<file path="src/rtl/hazard_stall.sv">
// hazard_stall: pipeline hazard and stall controller for the 5-stage RV32I core.
// Decides per-stage register enables, NOP bubbles and flushes from load-use
// dependencies, multi-cycle imem/dmem responses and EX-stage redirects.
// It also keeps saturating stall, load-use and flush event counters.
module hazard_stall #(
    parameter int CNT_W = 32
) (
    input  logic             clk,
    input  logic             rst,           // asynchronous, active-low
    input  logic [4:0]       id_rs1_s,
    input  logic [4:0]       id_rs2_s,
    input  logic             id_uses_rs1,
    input  logic             id_uses_rs2,
    input  logic [4:0]       ex_rd_s,
    input  logic             ex_regf_we,
    input  logic             ex_is_load,
    input  logic             br_taken,
    input  logic             imem_resp,
    input  logic             mem_access,
    input  logic             dmem_resp,
    output logic             pc_we,
    output logic             if_id_we,
    output logic             if_id_bubble,
    output logic             id_ex_we,
    output logic             id_ex_bubble,
    output logic             ex_mem_we,
    output logic             mem_wb_we,
    output logic [CNT_W-1:0] stall_cnt,
    output logic [CNT_W-1:0] load_use_cnt,
    output logic [CNT_W-1:0] flush_cnt
);

    typedef enum logic {
        RUN       = 1'b0,
        DMEM_WAIT = 1'b1
    } state_t;

    // Counter slots in the generated counter bank.
    localparam int CNT_STALL    = 0;
    localparam int CNT_LOAD_USE = 1;
    localparam int CNT_FLUSH    = 2;
    localparam int NUM_CNT      = 3;

    state_t           state_q, state_d;
    logic             discard_imem_q, discard_imem_d;

    logic             freeze;
    logic             rs1_hit;
    logic             rs2_hit;
    logic             load_use;

    // Decision flags for the current cycle, used both for outputs and counters.
    logic             apply_redirect;
    logic             apply_load_use;
    logic             apply_imem_wait;
    logic             apply_discard;

    logic [NUM_CNT-1:0] cnt_inc;
    logic [CNT_W-1:0]   cnt_val [NUM_CNT];

    // A memory access without a response this cycle holds the entire pipeline.
    // A same-cycle response lets the pipeline advance without a stall.
    assign freeze = mem_access & ~dmem_resp;

    // A load in EX cannot forward to ID in time; x0 never creates a hazard.
    assign rs1_hit  = id_uses_rs1 & (id_rs1_s == ex_rd_s);
    assign rs2_hit  = id_uses_rs2 & (id_rs2_s == ex_rd_s);
    assign load_use = ex_is_load & ex_regf_we & (ex_rd_s != 5'd0) & (rs1_hit | rs2_hit);

    // Hazard priority when not frozen: redirect > load-use > imem wait > stale fetch drop.
    always_comb begin
        apply_redirect  = 1'b0;
        apply_load_use  = 1'b0;
        apply_imem_wait = 1'b0;
        apply_discard   = 1'b0;
        if (!freeze) begin
            if (br_taken) begin
                apply_redirect = 1'b1;
            end else if (load_use) begin
                apply_load_use = 1'b1;
            end else if (!imem_resp) begin
                apply_imem_wait = 1'b1;
            end else if (discard_imem_q) begin
                apply_discard = 1'b1;
            end
        end
    end

    // Stage enables and bubbles; reset forces a quiescent pipeline with NOPs loaded.
    always_comb begin
        pc_we        = 1'b1;
        if_id_we     = 1'b1;
        if_id_bubble = 1'b0;
        id_ex_we     = 1'b1;
        id_ex_bubble = 1'b0;
        ex_mem_we    = 1'b1;
        mem_wb_we    = 1'b1;
        if (!rst) begin
            pc_we        = 1'b0;
            if_id_we     = 1'b0;
            if_id_bubble = 1'b1;
            id_ex_we     = 1'b0;
            id_ex_bubble = 1'b1;
            ex_mem_we    = 1'b0;
            mem_wb_we    = 1'b0;
        end else if (freeze) begin
            // Everything holds; a pending redirect or load-use stays in EX/ID
            // and is acted on once the memory response arrives.
            pc_we     = 1'b0;
            if_id_we  = 1'b0;
            id_ex_we  = 1'b0;
            ex_mem_we = 1'b0;
            mem_wb_we = 1'b0;
        end else if (apply_redirect) begin
            // Squash the two younger wrong-path instructions.
            if_id_bubble = 1'b1;
            id_ex_bubble = 1'b1;
        end else if (apply_load_use) begin
            // Hold IF and ID one cycle, insert a NOP behind the load.
            pc_we        = 1'b0;
            if_id_we     = 1'b0;
            id_ex_bubble = 1'b1;
        end else if (apply_imem_wait || apply_discard) begin
            // No usable instruction: feed a NOP to ID and keep the PC.
            // For a discarded stale fetch the PC already holds the redirect target.
            pc_we        = 1'b0;
            if_id_bubble = 1'b1;
        end
    end

    // Next-state and wrong-path fetch tracking.
    always_comb begin
        state_d        = state_q;
        discard_imem_d = discard_imem_q;
        case (state_q)
            RUN:       if (freeze)  state_d = DMEM_WAIT;
            DMEM_WAIT: if (!freeze) state_d = RUN;
            default:   state_d = RUN;
        endcase
        if (apply_redirect) begin
            // An outstanding fetch at redirect time belongs to the wrong path.
            discard_imem_d = ~imem_resp;
        end else if (apply_discard) begin
            discard_imem_d = 1'b0;
        end
    end

    // Control state registers.
    always_ff @(posedge clk or negedge rst) begin
        if (!rst) begin
            state_q        <= RUN;
            discard_imem_q <= 1'b0;
        end else begin
            state_q        <= state_d;
            discard_imem_q <= discard_imem_d;
        end
    end

    // Event strobes for the counter bank.
    assign cnt_inc[CNT_STALL]    = ~mem_wb_we;
    assign cnt_inc[CNT_LOAD_USE] = apply_load_use;
    assign cnt_inc[CNT_FLUSH]    = apply_redirect;

    generate
        for (genvar gi = 0; gi < NUM_CNT; gi++) begin : gen_cnt
            logic [CNT_W-1:0] cnt_q, cnt_d;

            // Saturating increment: the counter sticks at all-ones.
            always_comb begin
                cnt_d = cnt_q;
                if (cnt_inc[gi] && (cnt_q != {CNT_W{1'b1}})) begin
                    cnt_d = cnt_q + {{(CNT_W-1){1'b0}}, 1'b1};
                end
            end

            // Counter register.
            always_ff @(posedge clk or negedge rst) begin
                if (!rst) begin
                    cnt_q <= '0;
                end else begin
                    cnt_q <= cnt_d;
                end
            end

            assign cnt_val[gi] = cnt_q;
        end
    endgenerate

    assign stall_cnt    = cnt_val[CNT_STALL];
    assign load_use_cnt = cnt_val[CNT_LOAD_USE];
    assign flush_cnt    = cnt_val[CNT_FLUSH];

endmodule

</file>
<file path="config.mk">
export PLATFORM = sky130hd
export DESIGN_NAME = hazard_stall
export DESIGN_NICKNAME = d
export VERILOG_FILES = /design/src/rtl/hazard_stall.sv
export SDC_FILE = /design/constraint.sdc
export NUM_CORES = 1
export LEC_CHECK = 0
export CAP_MARGIN = 30
export CORE_MARGIN = 1.5
export CORE_UTILIZATION = 45
export DETAILED_ROUTE_END_ITERATION = 10
export DONT_BUFFER_PORTS = 1
export PLACE_DENSITY = 0.61
export SKIP_CTS_REPAIR_TIMING = 1
export SLEW_MARGIN = 25
export SYNTH_ARGS = -nofsm -noshare
export SYNTH_HDL_FRONTEND = slang
export SYNTH_SLANG_ARGS = --single-unit
export TNS_END_PERCENT = 5
</file>
<file path="constraint.sdc">
create_clock -name clk -period 2.8 [get_ports clk]
set_input_delay 0.42 -clock clk [delete_from_list [all_inputs] [get_ports clk]]
set_output_delay 0.42 -clock clk [all_outputs]
set_load 0.01 [all_outputs]
</file>
# [Word level (Yosys, flattened, before mapping)]
# Cells that the tools add are included.
[classes] n_addsub=3 n_mul=0 n_div=0 magnitude_cmp=0 n_eq_ne=5 n_shift=0 muxes=36 n_bitwise=10 n_reduce_logical=6
[op_table] op="32-bit by 1-bit adder with 32-bit output (second input constant)" count=3
[op_table] op="32-bit != test (second input constant)" count=3
[op_table] op="1-bit 2-to-1 mux" count=36
[op_table] op="5-bit == test" count=2
[op_table] op="1-bit bitwise AND" count=6
[op_table] op="5-bit nonzero test" count=1
[op_table] op="1-bit logical AND" count=3
[op_table] op="1-bit NOT" count=3
[op_table] op="2-bit nonzero test" count=1
[op_table] op="1-bit logical OR" count=1
[op_table] op="1-bit bitwise OR" count=1
[word_totals] ff_bits=97 latchBits=0 ram_bits=0 mem_bits_ro=0 out_inout_bits=103 n_memories=0

# [Logic depth before layout (Yosys ltp)]
[depth] ltp_word=13 mapped_depth=8 mapped_depth_nobuf=7

# [Least setup slack after synthesis]
# No wires, ideal clock.
[synth_path] kind="flip-flop to flip-flop" from="register gen_cnt[2].cnt_q[0] (netlist: flush_cnt[0])" to="register gen_cnt[2].cnt_q[22] (netlist: flush_cnt[22])" setup_time_ns=0.126 arrival_ns=1.927 setup_slack_ns=0.746 path_stages_with_launch=8 n_path_buf=0 period_less_slack_ns=2.054 cell_sequence="dfrtp_1 ha_1 nand3_1 nor4_1 and3_1 nor4_2 nand4_1 xnor2_1"
[synth_between] elab_chain_len=2
[synth_rtl] item="start, declared" line="166" rtl="logic [CNT_W-1:0] cnt_q, cnt_d;"
[synth_rtl] item="start signal, assigned" line="181" rtl="cnt_q <= cnt_d;"
[synth_rtl] item="parallel branches: the longest is 2 deep, another holds 32-bit by 1-bit adder with 32-bit output"
# Parallel ways; which one is timed is not known.
# A chain may end at the register's enable or synchronous reset.

# [Worst setup path in the final report]
[layout_path] from="register gen_cnt[0].cnt_q[0] (netlist: stall_cnt[0])" to="register gen_cnt[0].cnt_q[12] (netlist: stall_cnt[12])"
[layout_between] elab_chain_len=2
[layout_rtl] item="start, declared" line="166"
[layout_rtl] item="start signal, assigned" line="181"
[layout_rtl] item="parallel branches: the longest is 2 deep, another holds 32-bit by 1-bit adder with 32-bit output"
# Parallel ways; which one is timed is not known.

==> out/results.tsv <==
stage	metric	value	unit
timing	Setup TNS	0	ns
clocking	clock buffer count from CTS	9	
drt	Pre-antenna DRT Iters	5	
power	part of the power in combinational logic	9.3	%
setup_path	CP Capture Type	flip-flop	
drt	via count normalized by instance count	5.69	
grt	largest net degree at the start of global routing	101	
placed_design	GPL Wtd Cong	0.826	
setup_path	crit path kind	reg -> reg	
clocking	Reg clk slew, reported paths	0.09	ns
timing	Max Clk Rate	0.442	GHz
layout	Layout Utilization	50.0	%
run_status	status	finished with violations	
timing	Rel. slew slack	56.8	%
yosys	Distinct cells, synth	40	
layout	antenna cells	0	
yosys	Syn Inst Count	464	
clocking	CTS tree	yes	
drt	Routed Antenna Nets	0	
timing	Worst Skew	0.0109	ns
floorplan	Initial Util	46.5	%
grt	first-pass GRT wire length	17400	µm
grt	total gr overflow	0	
drt	final wirelength	10700	µm
yosys	Synth area leader	dfrtp_1	
setup_path	Reg2Reg Setup Slack	0.54	ns
min_path	type of the tightest min-delay check	in -> async	
layout	fraction of layout cells with a size suffix above 1	7.37	%
yosys	syn_area_per_cell	10.3	µm²
timing	final critical-path share of the clock period	80.9	%
yosys	Post-synth EDFFs	0	
clocking	CTS root buf	clkbuf_8	
yosys	Net Count, Synth	492	
timing	RSZ-0062 raised after global routing	false	
floorplan	row cnt	37	
setup_path	Worst path top cell family by delay	simple AND/OR/NAND/NOR gates	
clocking	clock sink count	97	
floorplan	full die area	0.0113	mm²
layout	Fill cells	964	
floorplan	Die H	106	µm
power	leak pwr	2.29	nW
grt	vias in the first global route	3445	
timing	fin. max-slew vios	0	
floorplan	Core Box Area	0.0103	mm²
yosys	sequential fraction of the synthesis area	50.5	%
power	sequential share of power	59.2	%
clocking	htree depth	3	
yosys	asr flop ratio synth	100	%
placed_design	Detail Placement HPWL	7540	µm
drt	Avg WL per Cell	17.6	µm
yosys	Ys Warns	0	
layout	synth-to-layout area growth	7.48	%
grt	antenna violations before repair	0	
setup_path	Critical Path AT	2.50	ns
grt	Tot GR Track Use	19.5	%
flow_run	max cap viols	0	
power	Peak VDD IR	0.298	mV
power	clock share of power	31.6	%
drt	DR DRC count	0	
yosys	top cells by area, synth	dfrtp_1 51%, xnor2_1 11%, xor2_1 7.8%	
drt	vias	3474	
floorplan	Die Wd	106	µm
timing	Worst Max-Slew Pin Slew	0.647	ns
layout	fin nets	499	
yosys	Mapped Area	0.00480	mm²
power	switching part of the total	28.6	%
power	pwr dens	562	mW/mm²
setup_path	Critical Path Start Type	flip-flop	
setup_path	critical path required time	3.04	ns
drt	Initial DRC Count	149	
run_status	failing checks	hold timing	
timing	hold slack	-0.0187	ns
timing	Final setup violation count	0	
yosys	area share of the largest cell type after synthesis	50.5	%
setup_path	Max FO, Critical Path	9	
setup_path	Cell Chain, Critical Path	ha_1 > nand3_1 > nor4_1 > a31oi_2 > nor2b_1 > nand4_1 > xnor2_1	
power	Sw Pwr	0.000830	W
yosys	Post-synth top flop	dfrtp_1	
yosys	Synth Register Bits	97	
timing	min cycle time layout	2.26	ns
floorplan	top-level port count	128	
placed_design	input/output buffers	0	
timing	final hold violations	13	
setup_path	critical path's slowest cell	dfrtp_1	
setup_path	CP peak stage delay	0.48	ns
setup_path	Worst Path Buf+Inv	0	
clocking	clk buf depth	2	
power	P_int	0.00207	W
clocking	Clk Latency, worst-skew pair	0.35	ns
final timing paths:
path | to | startpoint | cells after the start
max in group asynchronous | stall_cnt[1] | rst | 1
worst min-delay path | load_use_cnt[31] | rst | 1
min in group clk | discard_imem_q | imem_resp | 2
worst max-delay path | stall_cnt[12] | stall_cnt[0] | 7
worst min register to register | load_use_cnt[19] | load_use_cnt[19] | 1
worst max register to register | stall_cnt[12] | stall_cnt[0] | 7
cells in the mapped netlist, types with 2 or more instances:
cell type and instances:
nor2_1 26, buf_6 2, nor2b_1 3, nand4_1 37, and4_1 2, xor2_1 43, xnor2_1 60, and3_1 9
buf_4 2, mux2_2 3, nor4_1 21, and3_4 2, inv_1 16, nor4_2 3, nand2_1 41, or4_1 2
ha_1 3, nand3_1 42, a21oi_1 4, dfrtp_1 97, nor3_1 23, buf_2 5
flip-flops by register name, indices dropped and copies added (netlist names):
signal,cells
flush_cnt,32
load_use_cnt,32
stall_cnt,32
discard_imem_q,1
through the flow:
| step | instances | hold WS, ns | worst slack, ns | cell area (µm²) | power [W] |
|---|---|---|---|---|---|
| after detailed placement | 594 | 0.130 | 0.395 | 4940 | 0.00198 |
| after global placement | 594 | 0.129 | 0.507 | 4940 | 0.00197 |
| after global routing | 611 | 0.00624 | 0.308 | 5160 | 0.00306 |
| after floorplan | 464 | 0.124 | 0.746 | 4800 | 0.00190 |
| after CTS | 609 | -0.273 | 0.374 | 5130 | 0.00291 |
| final | 611 | -0.0187 | 0.536 | 5160 | 0.00290 |
power groups by stage:
| stage | clock network (W) | logic, W | registers [W] |
|---|---|---|---|
| after floorplan | 0 | 0.000200 | 0.00170 |
| after global placement | 0 | 0.000232 | 0.00174 |
| after detailed placement | 0 | 0.000240 | 0.00174 |
| after CTS | 0.000948 | 0.000242 | 0.00172 |
| after global routing | 0.00101 | 0.000311 | 0.00174 |
| final | 0.000916 | 0.000269 | 0.00172 |
kinds of logic (layout without fill, tap and decap cells):
group           Yosys count  after routing  share of synthesized area (%)
fa+ha+maj                 3              3                          0.782
compound gates           11             11                           1.62
buf+inv                  26             37                           2.63
xor+xnor                103            103                           18.8
mux                       3              3                          0.703
simple gates            221            221                           24.9
flops                    97             97                           50.5
per-layer routing:
layer | GRT usage (%) | vias to the layer above | routed length (µm)
met5 | 0 | - | 0
met4 | 7.43 | 0 | 153
met1 | 24.5 | 1706 | 4630
li1 | - | 1642 | -
met3 | 6.50 | 16 | 780
met2 | 31.1 | 110 | 5170
layout by cell type, fill, tap and decap left out, types with 2 or more instances in the layout:
master and n:
nand3_1 42, nand2_1 41, nor2_1 26, and3_1 9, xor2_1 43, buf_4 4
xnor2_1 60, ha_1 3, inv_1 16, and3_4 2, nand4_1 37, clkbuf_8 10
mux2_2 3, and4_1 2, nor4_1 21, dfrtp_1 97, nor4_2 3, a21oi_1 4
or4_1 2, nor3_1 23, nor2b_1 3
cell type report:
cell class / count / area, µm² / share of cell area (%)
sequential: 97 / 2430 / 47.0
multi-input combinational: 341 / 2250 / 43.6
tap: 136 / 170 / 3.30
clock buffer: 11 / 141 / 2.74
timing repair buffer: 6 / 62.6 / 1.21
inverter: 16 / 60.1 / 1.16
clock inverter: 4 / 51.3 / 0.994
No activity file was read; power rests on OpenSTA's default activity.
